===== config.mk =====
export PLATFORM = sky130hd
export DESIGN_NAME = ifpad_ring
export DESIGN_NICKNAME = d
export VERILOG_FILES = /design/src/rtl/ifpad_ring.sv
export SDC_FILE = /design/constraint.sdc
export NUM_CORES = 1
export LEC_CHECK = 0
export ABC_AREA = 1
export BUFFER_PORTS_ARGS = -buffer_cell sky130_fd_sc_hd__buf_2
export CAP_MARGIN = 10
export CORE_ASPECT_RATIO = 0.8
export CORE_MARGIN = 2
export CORE_UTILIZATION = 62
export CTS_CLUSTER_SIZE = 25
export DETAILED_ROUTE_END_ITERATION = 7
export PLACE_DENSITY_LB_ADDON = 0.2
export SLEW_MARGIN = 20
export SYNTH_ARGS = -nofsm -noshare
export SYNTH_HDL_FRONTEND = slang
export SYNTH_SLANG_ARGS = --single-unit
export TNS_END_PERCENT = 20

===== constraint.sdc =====
create_clock -name i_clk -period 4.2 [get_ports i_clk]
set_input_delay 0.84 -clock i_clk [delete_from_list [all_inputs] [get_ports i_clk]]
set_output_delay 0.84 -clock i_clk [all_outputs]
set_load 0.05 [all_outputs]

===== src/rtl/ifpad_ring.sv =====
// ifpad_ring: input-feature scratchpad for one PE. It is a circular buffer of Depth pixels that
// holds a sliding window of L pixels.
//   - Write side: pixels stream in on a valid/ready handshake (i_ipix_*, o_ipix_ready).
//   - Read side: o_opix_* replays the window to the XBU. i_rewind restarts the replay, and
//     i_pop retires U entries from the head.
//   - Pops larger than the occupancy enter SKIP. SKIP discards the pixels that the window
//     already stepped over.
// Ports:
//   i_clk, i_rst          clock, async active-high reset
//   i_start, i_clear      configure+start (from IDLE), synchronous flush
//   i_cfg_len, i_cfg_pop  window length L, retire stride U
//   i_pop, i_rewind       retire-and-restart, restart-only pulses
//   i_ipix_*/o_ipix_ready input pixel stream
//   o_opix_*/i_opix_ready output pixel stream (data, zero flag, last-of-window)
//   o_count, o_busy, o_err occupancy, state != IDLE, sticky error
module ifpad_ring #(
  parameter int unsigned DWd    = 16,
  parameter int unsigned Depth  = 16,
  parameter int unsigned AddrWd = $clog2(Depth),
  parameter int unsigned LenWd  = AddrWd + 1
) (
  input  logic             i_clk,
  input  logic             i_rst,
  input  logic             i_start,
  input  logic             i_clear,
  input  logic [LenWd-1:0] i_cfg_len,
  input  logic [LenWd-1:0] i_cfg_pop,
  input  logic             i_pop,
  input  logic             i_rewind,
  input  logic [DWd-1:0]   i_ipix_data,
  input  logic             i_ipix_zero,
  input  logic             i_ipix_valid,
  output logic             o_ipix_ready,
  output logic [DWd-1:0]   o_opix_data,
  output logic             o_opix_zero,
  output logic             o_opix_last,
  output logic             o_opix_valid,
  input  logic             i_opix_ready,
  output logic [LenWd-1:0] o_count,
  output logic             o_busy,
  output logic             o_err
);

  typedef enum logic [1:0] {StIdle, StActive, StSkip} state_e;

  localparam logic [LenWd-1:0] DepthL = LenWd'(Depth);

  state_e             state_q, state_d;
  logic [AddrWd-1:0]  base_q, base_d, wptr_q, wptr_d;
  logic [LenWd-1:0]   count_q, count_d, offset_q, offset_d, deficit_q, deficit_d;
  logic [LenWd-1:0]   len_q, len_d, pop_q, pop_d;
  logic               err_q, err_d;
  logic [Depth-1:0]   zflag_q, zflag_d;
  logic [DWd-1:0]     mem_q [Depth];

  logic [AddrWd-1:0]  rd_addr;
  logic [LenWd-1:0]   retire;
  logic               wr_fire, rd_fire, mem_we, cfg_ok;

  assign rd_addr = base_q + offset_q[AddrWd-1:0];
  assign retire  = (pop_q < count_q) ? pop_q : count_q;
  assign cfg_ok  = (i_cfg_len != '0) && (i_cfg_len <= DepthL) &&
                   (i_cfg_pop != '0) && (i_cfg_pop <= i_cfg_len);

  always_comb begin
    o_ipix_ready = ((state_q == StActive) && (count_q < DepthL)) || (state_q == StSkip);
    o_opix_valid = (state_q == StActive) && (offset_q < len_q) && (offset_q < count_q);
    o_opix_data  = mem_q[rd_addr];
    o_opix_zero  = o_opix_valid && zflag_q[rd_addr];
    o_opix_last  = o_opix_valid && (offset_q == len_q - LenWd'(1));
    o_count      = count_q;
    o_busy       = (state_q != StIdle);
    o_err        = err_q;
  end

  assign wr_fire = i_ipix_valid && o_ipix_ready;
  assign rd_fire = o_opix_valid && i_opix_ready;
  // Only ACTIVE stores pixels; SKIP swallows them.
  assign mem_we  = wr_fire && (state_q == StActive) && !i_clear;

  always_comb begin
    state_d   = state_q;
    base_d    = base_q;
    wptr_d    = wptr_q;
    count_d   = count_q;
    offset_d  = offset_q;
    deficit_d = deficit_q;
    len_d     = len_q;
    pop_d     = pop_q;
    err_d     = err_q;
    zflag_d   = zflag_q;

    if (i_clear) begin
      state_d   = StIdle;
      base_d    = '0;
      wptr_d    = '0;
      count_d   = '0;
      offset_d  = '0;
      deficit_d = '0;
      err_d     = 1'b0;
    end else begin
      unique case (state_q)
        StIdle: begin
          if (i_start) begin
            if (cfg_ok) begin
              len_d   = i_cfg_len;
              pop_d   = i_cfg_pop;
              err_d   = 1'b0;
              state_d = StActive;
            end else begin
              err_d = 1'b1;
            end
          end
        end
        StActive: begin
          if (mem_we) begin
            zflag_d[wptr_q] = i_ipix_zero;
            wptr_d          = wptr_q + AddrWd'(1);
          end
          // Retire amount uses the pre-write count, so a same-cycle write is always kept.
          count_d = count_q + LenWd'(mem_we) - (i_pop ? retire : '0);
          if (i_pop || i_rewind) begin
            offset_d = '0;
          end else if (rd_fire) begin
            offset_d = offset_q + LenWd'(1);
          end
          if (i_pop) begin
            base_d = base_q + retire[AddrWd-1:0];
            if (pop_q > count_q) begin
              deficit_d = pop_q - count_q;
              state_d   = StSkip;
            end
          end
        end
        StSkip: begin
          if (i_pop || i_rewind) begin
            err_d = 1'b1;
          end
          if (wr_fire) begin
            deficit_d = deficit_q - LenWd'(1);
            if (deficit_q == LenWd'(1)) begin
              state_d = StActive;
            end
          end
        end
        default: state_d = StIdle;
      endcase
    end
  end

  always_ff @(posedge i_clk or posedge i_rst) begin
    if (i_rst) begin
      state_q   <= StIdle;
      base_q    <= '0;
      wptr_q    <= '0;
      count_q   <= '0;
      offset_q  <= '0;
      deficit_q <= '0;
      len_q     <= '0;
      pop_q     <= '0;
      err_q     <= 1'b0;
      zflag_q   <= '0;
    end else begin
      state_q   <= state_d;
      base_q    <= base_d;
      wptr_q    <= wptr_d;
      count_q   <= count_d;
      offset_q  <= offset_d;
      deficit_q <= deficit_d;
      len_q     <= len_d;
      pop_q     <= pop_d;
      err_q     <= err_d;
      zflag_q   <= zflag_d;
    end
  end

  // Pixel storage is intentionally not reset.
  always_ff @(posedge i_clk) begin
    if (mem_we) begin
      mem_q[wptr_q] <= i_ipix_data;
    end
  end

endmodule

Word-level counts from Yosys, hierarchy flattened
Memories as Yosys holds them, arrays and structs flattened.
Cells that the tools add are included.

storage, ports and cells
  bits in registers = 52
  bits in writable memories = 256
  bits of input ports = 35
  memories = 1

memory list
  name   depth  width  read ports  clocked after Yosys merged registers in  wr ports  RTL line  text
  mem_q  16     16     1           0                                        1         54        logic [DWd-1:0] mem_q [Depth];

cells by class
  $add $sub $neg = 9
  order comparisons = 10
  eq/ne operators = 11
  multiplexer cells = 39
  bitwise operators = 1
  reductions and logical operators = 34

operators by type and width
  kind                                                                           number
  5-bit 2-to-1 mux                                                               12
  4-bit 2-to-1 mux                                                               6
  16-bit bitwise mux                                                             1
  5-bit less-than comparator                                                     3
  2-bit 2-to-1 mux                                                               7
  1-bit logical AND                                                              13
  3-bit inequality test (second input constant)                                  4
  4-bit by 5-bit less-than comparator with 1-bit output (second input constant)  2
  5-bit one-hot mux with 2 select lines                                          1
  5-bit nonzero test                                                             2
  5-bit by 1-bit subtractor with 5-bit output (second input constant)            2
  5-bit subtractor                                                               2
  3-bit by 2-bit inequality test with 1-bit output (second input constant)       3
  3-bit nonzero test                                                             3
  4-bit adder                                                                    2
  1-bit 2-to-1 mux                                                               8
  4-bit AND reduction                                                            2
  2-bit nonzero test                                                             4
  2-bit one-hot mux with 3 select lines                                          1
  2-bit AND reduction                                                            3
  3-bit AND reduction                                                            2
  6-bit AND reduction                                                            1
  5-bit by 1-bit adder with 5-bit output                                         1
  5-bit by 1-bit adder with 5-bit output (second input constant)                 1
  17 further kinds                                                               18

Depth between registers and ports, before layout
Gate-level depths: netlist of the first run.

  depth after elaboration = 10
  depth in mapped cells = 23
  gate-level depth less buffers = 23

Worst setup path after synthesis of the first run
No wires, ideal clock.

  path type = flip-flop to flip-flop
  from = register count_q[4], in the netlist o_count[4]
  to = register count_q[4], in the netlist o_count[4]
  arrival = 3.341 ns
  required time = 4.070 ns
  setup slack = 0.729 ns
  stages on the path, launching flop included = 21
  path buffers = 0
  clock period less this slack = 3.471 ns
  cell sequence = dfrtp_1 inv_1 ha_1 a21oi_1 nand3_2 o21ai_0 inv_1 nor2_1 ha_1 inv_1 ha_1 inv_1 fa_1 nand3b_1 nand2_1 or2_2 nand2_1 inv_1 nand2_1 nand3_1 o21ai_0

between the ends
  cells in the longest elaborated chain, start to end = 10

ends and longest elaborated chain
  element                                 RTL line  text
  start, declared                         50        logic [LenWd-1:0] count_q, count_d, offset_q, offset_d, deficit_q, deficit_d;
  start signal, assigned                  167       count_q <= count_d;
  5-bit less-than comparator              66        o_ipix_ready = ((state_q == StActive) && (count_q < DepthL)) || (state_q == StSkip);
  1-bit logical AND                       66
  1-bit logical OR                        66
  1-bit logical AND                       76        assign wr_fire = i_ipix_valid && o_ipix_ready;
  1-bit logical AND (2 in series)         79        assign mem_we = wr_fire && (state_q == StActive) && !i_clear;
  5-bit by 1-bit adder with 5-bit output  121       count_d = count_q + LenWd'(mem_we) - (i_pop ? retire : '0);
  5-bit subtractor (*)                    121
  5-bit 2-to-1 mux (*)                    102       unique case (state_q)
  5-bit 2-to-1 mux (*)                    93        if (i_clear) begin

Every way passes the cells marked *; elsewhere a longest branch is shown, timed or not. The select of a mux whose other input is x is not followed.
A chain may end at the register's enable or synchronous reset.

Final worst setup path of the first run
  from = register offset_q[0]
  to = output port o_opix_data[14]

between the ends
  cells in the longest elaborated chain, start to end = 2

ends and longest elaborated chain
  element                  RTL line  text
  start, declared          50
  start signal, assigned   168       offset_q <= offset_d;
  4-bit adder              60        assign rd_addr = base_q + offset_q[AddrWd-1:0];
  memory read 16 x 16 bit  n/a
  end, declared            34        output logic [DWd-1:0] o_opix_data,

Every way passes these cells.

==> results of run 1 <==
## kinds of logic after synthesis
family	after synthesis	share of synthesized area [%]
compound gates	294	11.0
buf+inv	147	4.47
flops	308	63.7
simple gates	541	15.6
fa+ha+maj	45	4.20
xor+xnor	14	1.03
## through the flow
step                      cell area [sq um]  total power [uW]
after floorplan                       14100              6510
after global placement                14800              7400
after detailed placement              14800              7480
after CTS                             15700             10000
after global routing                  15800             10700
final                                 15800             10200
## sequential cells by signal, summed over array words and instances (netlist names)
signal,cells
base_q,4
pop_q,5
zflag_q,16
wptr_q,4
mem_q,256
state_q,2
offset_q,5
len_q,5
deficit_q,5
o_count,5
o_err,1
## cell type report
| class | count | area [sq um] | area share [%] |
|---|---|---|---|
| antenna | 1 | 2.50 | 0.0158 |
| tap | 306 | 383 | 2.42 |
| multi-input combinational | 894 | 4550 | 28.7 |
| inverter | 89 | 335 | 2.12 |
| sequential | 308 | 8990 | 56.8 |
| clock inverter | 10 | 73.8 | 0.467 |
| timing repair buffer | 92 | 639 | 4.04 |
| clock buffer | 42 | 847 | 5.35 |
## metal layers
metal	global-route usage, %	up-vias	part of all wire (%)
met5	0	-	0
met4	7.74	0	2.3
li1	-	4763	-
met3	5.15	62	9.9
met1	42.5	4753	43
met2	42.4	460	44
## critical path: cells and delay by family (launching register included)
family / cells / cell delay [ns]
adders and majority gates: 2 / 0.90
buffers and inverters: 4 / 0.69
DFF: 1 / 0.45
AOI/OAI and AO/OA: 3 / 0.36
and+or+nand+nor: 3 / 0.29
## where the power goes
part,leakage [uW],switching [uW],internal [uW]
logic,0.00283,2750,1300
registers,0.00296,129,3440
clock network,0.000443,1080,1450
## worst paths after layout
kind / to / from / cells past startpoint
max: o_opix_data[14] / offset_q[0]$_DFFE_PP0P_ / 12
min: len_q[4]$_DFFE_PP0P_ / i_rst / 2
max reg2reg: o_count[4]$_DFFE_PP0P_ / o_count[4]$_DFFE_PP0P_ / 20
min reg2reg: zflag_q[4]$_DFFE_PP0P_ / zflag_q[4]$_DFFE_PP0P_ / 2
max in group asynchronous: offset_q[0]$_DFFE_PP0P_ / i_rst / 3
min in group i_clk: zflag_q[4]$_DFFE_PP0P_ / zflag_q[4]$_DFFE_PP0P_ / 2
## cell usage in the layout (no fill, tap or decap), types with 6 or more instances in the layout
| cell | count |
|---|---|
| a21oi_1 | 31 |
| buf_2 | 50 |
| buf_4 | 30 |
| clkbuf_1 | 8 |
| clkbuf_16 | 32 |
| clkinv_1 | 6 |
| dfrtp_1 | 49 |
| edfxtp_1 | 256 |
| ha_1 | 40 |
| inv_1 | 83 |
| nand2_1 | 213 |
| nand3_1 | 49 |
| nand4_1 | 6 |
| nor2_1 | 238 |
| nor2_2 | 13 |
| nor3_1 | 7 |
| o21a_1 | 17 |
| o21ai_0 | 195 |
| o21ai_1 | 38 |
| o22ai_1 | 6 |
| xnor2_1 | 7 |
## timing repair
action,in CTS,in global routing
gates resized for setup,6,17
pin swaps,1,1
buffers inserted,1,2
hold endpoints to repair,0,0
setup endpoints to repair,11,17
cloned,0,1
==> results.json, run 1 <==
{
  "outcome": "complete, no violations",
  "worst-endpoint-required_ns": 3.36,
  "hold_buffers": 0,
  "clock-sinks": 308,
  "dp.cells": 1685,
  "grt_start_max_net_pins": 139,
  "synth_edf_count": 256,
  "layout.nets": 1495,
  "path_max_fanout": 25,
  "grt_overflow": 0,
  "gp_congestion": 0.881,
  "drcViolationCount": 0,
  "grt_pass1_wl_mm": 52.7,
  "tritoncts": "done",
  "ant_nets": 0,
  "ys_types": 39,
  "dieArea_sq_um": 24000,
  "hold_viol": 0,
  "ys_warn_count": 0,
  "cpMostUsedCell": "buf_4",
  "setup_viol_count_final": 0,
  "synth_common_cells": "edfxtp_1, nor2_1, nand2_1, o21ai_0, inv_1",
  "worst_setup_path_end_kind": "primary output",
  "tightest_slew_ns": 1.12,
  "clockBufferDepth": 3,
  "synthFlopType": "edfxtp_1",
  "via_per_inst": 5.76,
  "rows": 49,
  "stdcell_count": 1742,
  "dp_hpwl_mm": 20.2,
  "grt_pass1_vias": 9605,
  "pre_cts_ws_ns": 0.452,
  "area_growth_pct": 12.2,
  "leakage_uw": 0.00624,
  "cp_cell_sequence": "ha_4 -> inv_1 -> fa_4 -> buf_4 -> clkbuf_16 -> nor2_1 -> o21ai_1 -> o21ai_0 -> nand2_1 -> nand3_1 -> o21a_1 -> buf_4",
  "wl_mm": 33.6,
  "drive_above_1_share_pct": 11.8,
  "synth_area_sq_um": 14100,
  "crit_type": "reg2out",
  "slew_violations": 0,
  "grt_antenna_before_repair": 1,
  "final_util_pct": 70.7,
  "irDropWorstVdd_v": 0.000394,
  "ctsHtreeMaxLevel": 1,
  "syn-num-nets": 1429,
  "drt-wirelength-per-cell_um": 19.3,
  "path_clk_slew_ns": 0.06,
  "drtIter0Drc": 1192,
  "max_stage_delay_ns": 0.73,
  "io_buffer_count": 61,
  "yosys-top-cells-area": "edfxtp_1, dfrtp_1, o21ai_0, nor2_1, nand2_1",
  "vias": 10000,
  "period_share_pct": 97.4,
  "fp.dieW_um": 173,
  "skew_ns": 0.0180,
  "insertion_delay_ns": 0.56,
  "yosysTopAreaCellShare_pct": 54.5,
  "core_sq_um": 22400,
  "setup_ws_ns": 0.111,
  "fill_cells": 1599,
  "start_util_pct": 63.0,
  "avgSynthCellArea_sq_um": 10.5,
  "fmax_mhz": 245,
  "numCtsBuffers": 30,
  "track_usage_pct": 28.1,
  "ys_seq_elements": 308,
  "slowest_stage": "fa_4",
  "ioPinCount": 62,
  "async_flop_share_pct": 16.9,
  "period_needed_ns": 4.09,
  "timing.slew.headroom_pct": 25.3,
  "ff2ff_setup_slack_ns": 0.59,
  "yosysMostFrequentCell": "edfxtp_1",
  "netlist_instances": 1349,
  "root_buffer": "clkbuf_16",
  "hold_ws_ns": 0.397,
  "cap_violations": 0,
  "start_kind": "flop",
  "fin_tns_setup_ns": 0,
  "rsz0062_at_grt": "yes",
  "p_per_area_nw_per_um2": 642,
  "critical_path_arrival_ns": 3.25,
  "synth.yosys.seq_area_share_pct": 63.7,
  "die_y_um": 139,
  "synth_area_leader_cell": "edfxtp_1",
  "min-delay-path-class": "in2async",
  "drtPass1Iterations": 6
}
No activity file was read; power rests on OpenSTA's default activity.
==> inputs of run 2 (changes only) <==
REMOVE_ABC_BUFFERS = 1   (was default)
==> run 2 against run 1 <==
  * Global-route usage rose by 0.14 points
  * Non-clock buffer count fell by 1
  * Largest power group unchanged
  * Setup slack improved by 0.0070 ns
  * Critical path depth fell by 1
  * Flip-flop and latch count did not move
  * Sequential share of layout area rose by 0.24 points
  * Largest cell class unchanged
==> results.json, run 2 (same netlist as run 1, synthesis figures left out) <==
{
  "slew_violations": 0,
  "path_max_fanout": 29,
  "start_kind": "flop",
  "start_util_pct": 63.0,
  "critical_path_arrival_ns": 3.24,
  "insertion_delay_ns": 0.55,
  "io_buffer_count": 61,
  "p_per_area_nw_per_um2": 639,
  "die_y_um": 139,
  "irDropWorstVdd_v": 0.000462,
  "clockBufferDepth": 3,
  "ctsHtreeMaxLevel": 1,
  "outcome": "complete, no violations",
  "ioPinCount": 62,
  "setup_viol_count_final": 0,
  "cap_violations": 0,
  "cp_cell_sequence": "ha_4 -> inv_1 -> fa_4 -> bufbuf_16 -> nor2_1 -> o21ai_0 -> o21ai_1 -> nand2_1 -> nand3_1 -> o21a_1 -> buf_2",
  "grt_pass1_wl_mm": 52.5,
  "p_switching_uw": 3960,
  "power_frac_comb_pct": 39.8,
  "wl_mm": 33.6,
  "n_antenna_cell": 0,
  "rows": 49,
  "final_common_cell": "edfxtp_1",
  "grt_pass1_vias": 9440,
  "dieArea_sq_um": 24000,
  "min-delay-path-class": "in2async",
  "leakage_uw": 0.00622,
  "root_buffer": "clkbuf_16",
  "grt_antenna_before_repair": 0,
  "area_growth_pct": 11.7,
  "placed_cell_area_sq_um": 14800,
  "critPathLaunch": "offset_q[0]$_DFFE_PP0P_",
  "layout.nets": 1493,
  "top_register": "mem_q",
  "switching_share_pct": 39.4,
  "drtPass1Iterations": 5,
  "via_per_inst": 5.80,
  "drive_above_1_share_pct": 11.6,
  "tightest_slew_ns": 1.15,
  "drcViolationCount": 0,
  "slowest_stage": "fa_4",
  "tritoncts": "done",
  "critPathBufInv": 3,
  "fp.dieW_um": 173,
  "vias": 10100,
  "clock-sinks": 308,
  "hold_viol": 0,
  "ant_nets": 0,
  "period_needed_ns": 4.08,
  "core_sq_um": 22400,
  "grt_start_max_net_pins": 76,
  "fin_area_sq_um": 15800,
  "skew_ns": 0.00642,
  "track_usage_pct": 28.2,
  "fmax_mhz": 245,
  "max_stage_delay_ns": 0.73,
  "crit_type": "reg2out",
  "final_cell_mix": "edfxtp_1, nor2_1, nand2_1",
  "timing.slew.headroom_pct": 22.7,
  "grt_overflow": 0,
  "drt-wirelength-per-cell_um": 19.3,
  "drtIter0Drc": 1307,
  "dp.cells": 1685,
  "path_clk_slew_ns": 0.07,
  "top_regs": "mem_q x256, zflag_q x16",
  "worst_setup_path_end_kind": "primary output",
  "critPathTopFamily": "adder cells",
  "intPower_uw": 6110,
  "numCtsBuffers": 29,
  "gp_congestion": 0.891,
  "p_clk_share_pct": 24.8,
  "reg2reg_from": "o_count[4]$_DFFE_PP0P_",
  "stdcell_count": 1742,
  "period_share_pct": 97.2,
  "dp_hpwl_mm": 19.7,
  "worst-endpoint-required_ns": 3.36,
  "hold_buffers": 0,
  "largest_reg_flops": 256,
  "seqPwrFrac_pct": 35.4
}
## run 2: cell count changes in the layout (fill, tap and decap cells not counted), moves of 2 or more
cell	change
buf_2	+9
clkinv_1	+3
buf_6	-3
buf_4	-4
clkinv_2	+2
clkbuf_16	-3
clkbuf_4	-3
clkbuf_8	-3
## run 2: repair_timing
action | in CTS | in global routing
gates cloned | 1 | 0
pin swaps | 1 | 1
endpoints found under the setup margin | 13 | 16
resized for setup | 1 | 7
endpoints found under the hold margin | 0 | 0
buffers inserted | 2 | 0
## run 2: final timing paths
| kind | slack (ns) | cells after the start | end |
|---|---|---|---|
| min in group i_clk | 0.49 | 2 | pop_q[0]$_DFFE_PP0P_ |
| max | 0.12 | 11 | o_opix_data[9] |
| min | 0.38 | 2 | base_q[3]$_DFFE_PP0P_ |
| max reg2reg | 0.58 | 20 | o_count[4]$_DFFE_PP0P_ |
| min reg2reg | 0.49 | 2 | pop_q[0]$_DFFE_PP0P_ |
| max in group asynchronous | 3.01 | 3 | zflag_q[11]$_DFFE_PP0P_ |
## run 2: area by class of cell
type	count	area, sq um
sequential	308	8990
fill	1605	6630
multi-input combinational	894	4540
clock buffer	37	756
timing repair buffer	91	606
tap	306	383
inverter	89	335
clock inverter	17	136
## run 2: through the flow
step                  TNS, ns  setup slack [ns]  utilization (%)  power [uW]  hold WS [ns]
global placement            0             0.552             66.1        7410         0.466
global route        -0.000877         -0.000877             70.4       10600         0.431
floorplan              -23.27             -1.86                -        6420         0.453
CTS                         0            0.0482             70.3       10000         0.405
finish                      0             0.118             70.4       10100         0.384
detailed placement          0             0.463             66.1        7480         0.474
## run 2: routing by layer
| metal | vias up | global-route usage [%] | routed length (um) |
|---|---|---|---|
| li1 | 4758 | - | - |
| met1 | 4800 | 42.7 | 14700 |
| met2 | 495 | 42.8 | 15100 |
| met3 | 56 | 5.07 | 3070 |
| met4 | 0 | 7.47 | 707 |
| met5 | - | 0 | 0 |
## run 2: power by group through the flow
stage / clock, uW / sequential (uW) / combinational [uW]
final: 2500 / 3560 / 4010
after global routing: 2630 / 3580 / 4390
after floorplan: 0 / 3630 / 2790
after global placement: 0 / 3620 / 3790
after CTS: 2520 / 3560 / 3950
after detailed placement: 0 / 3620 / 3850
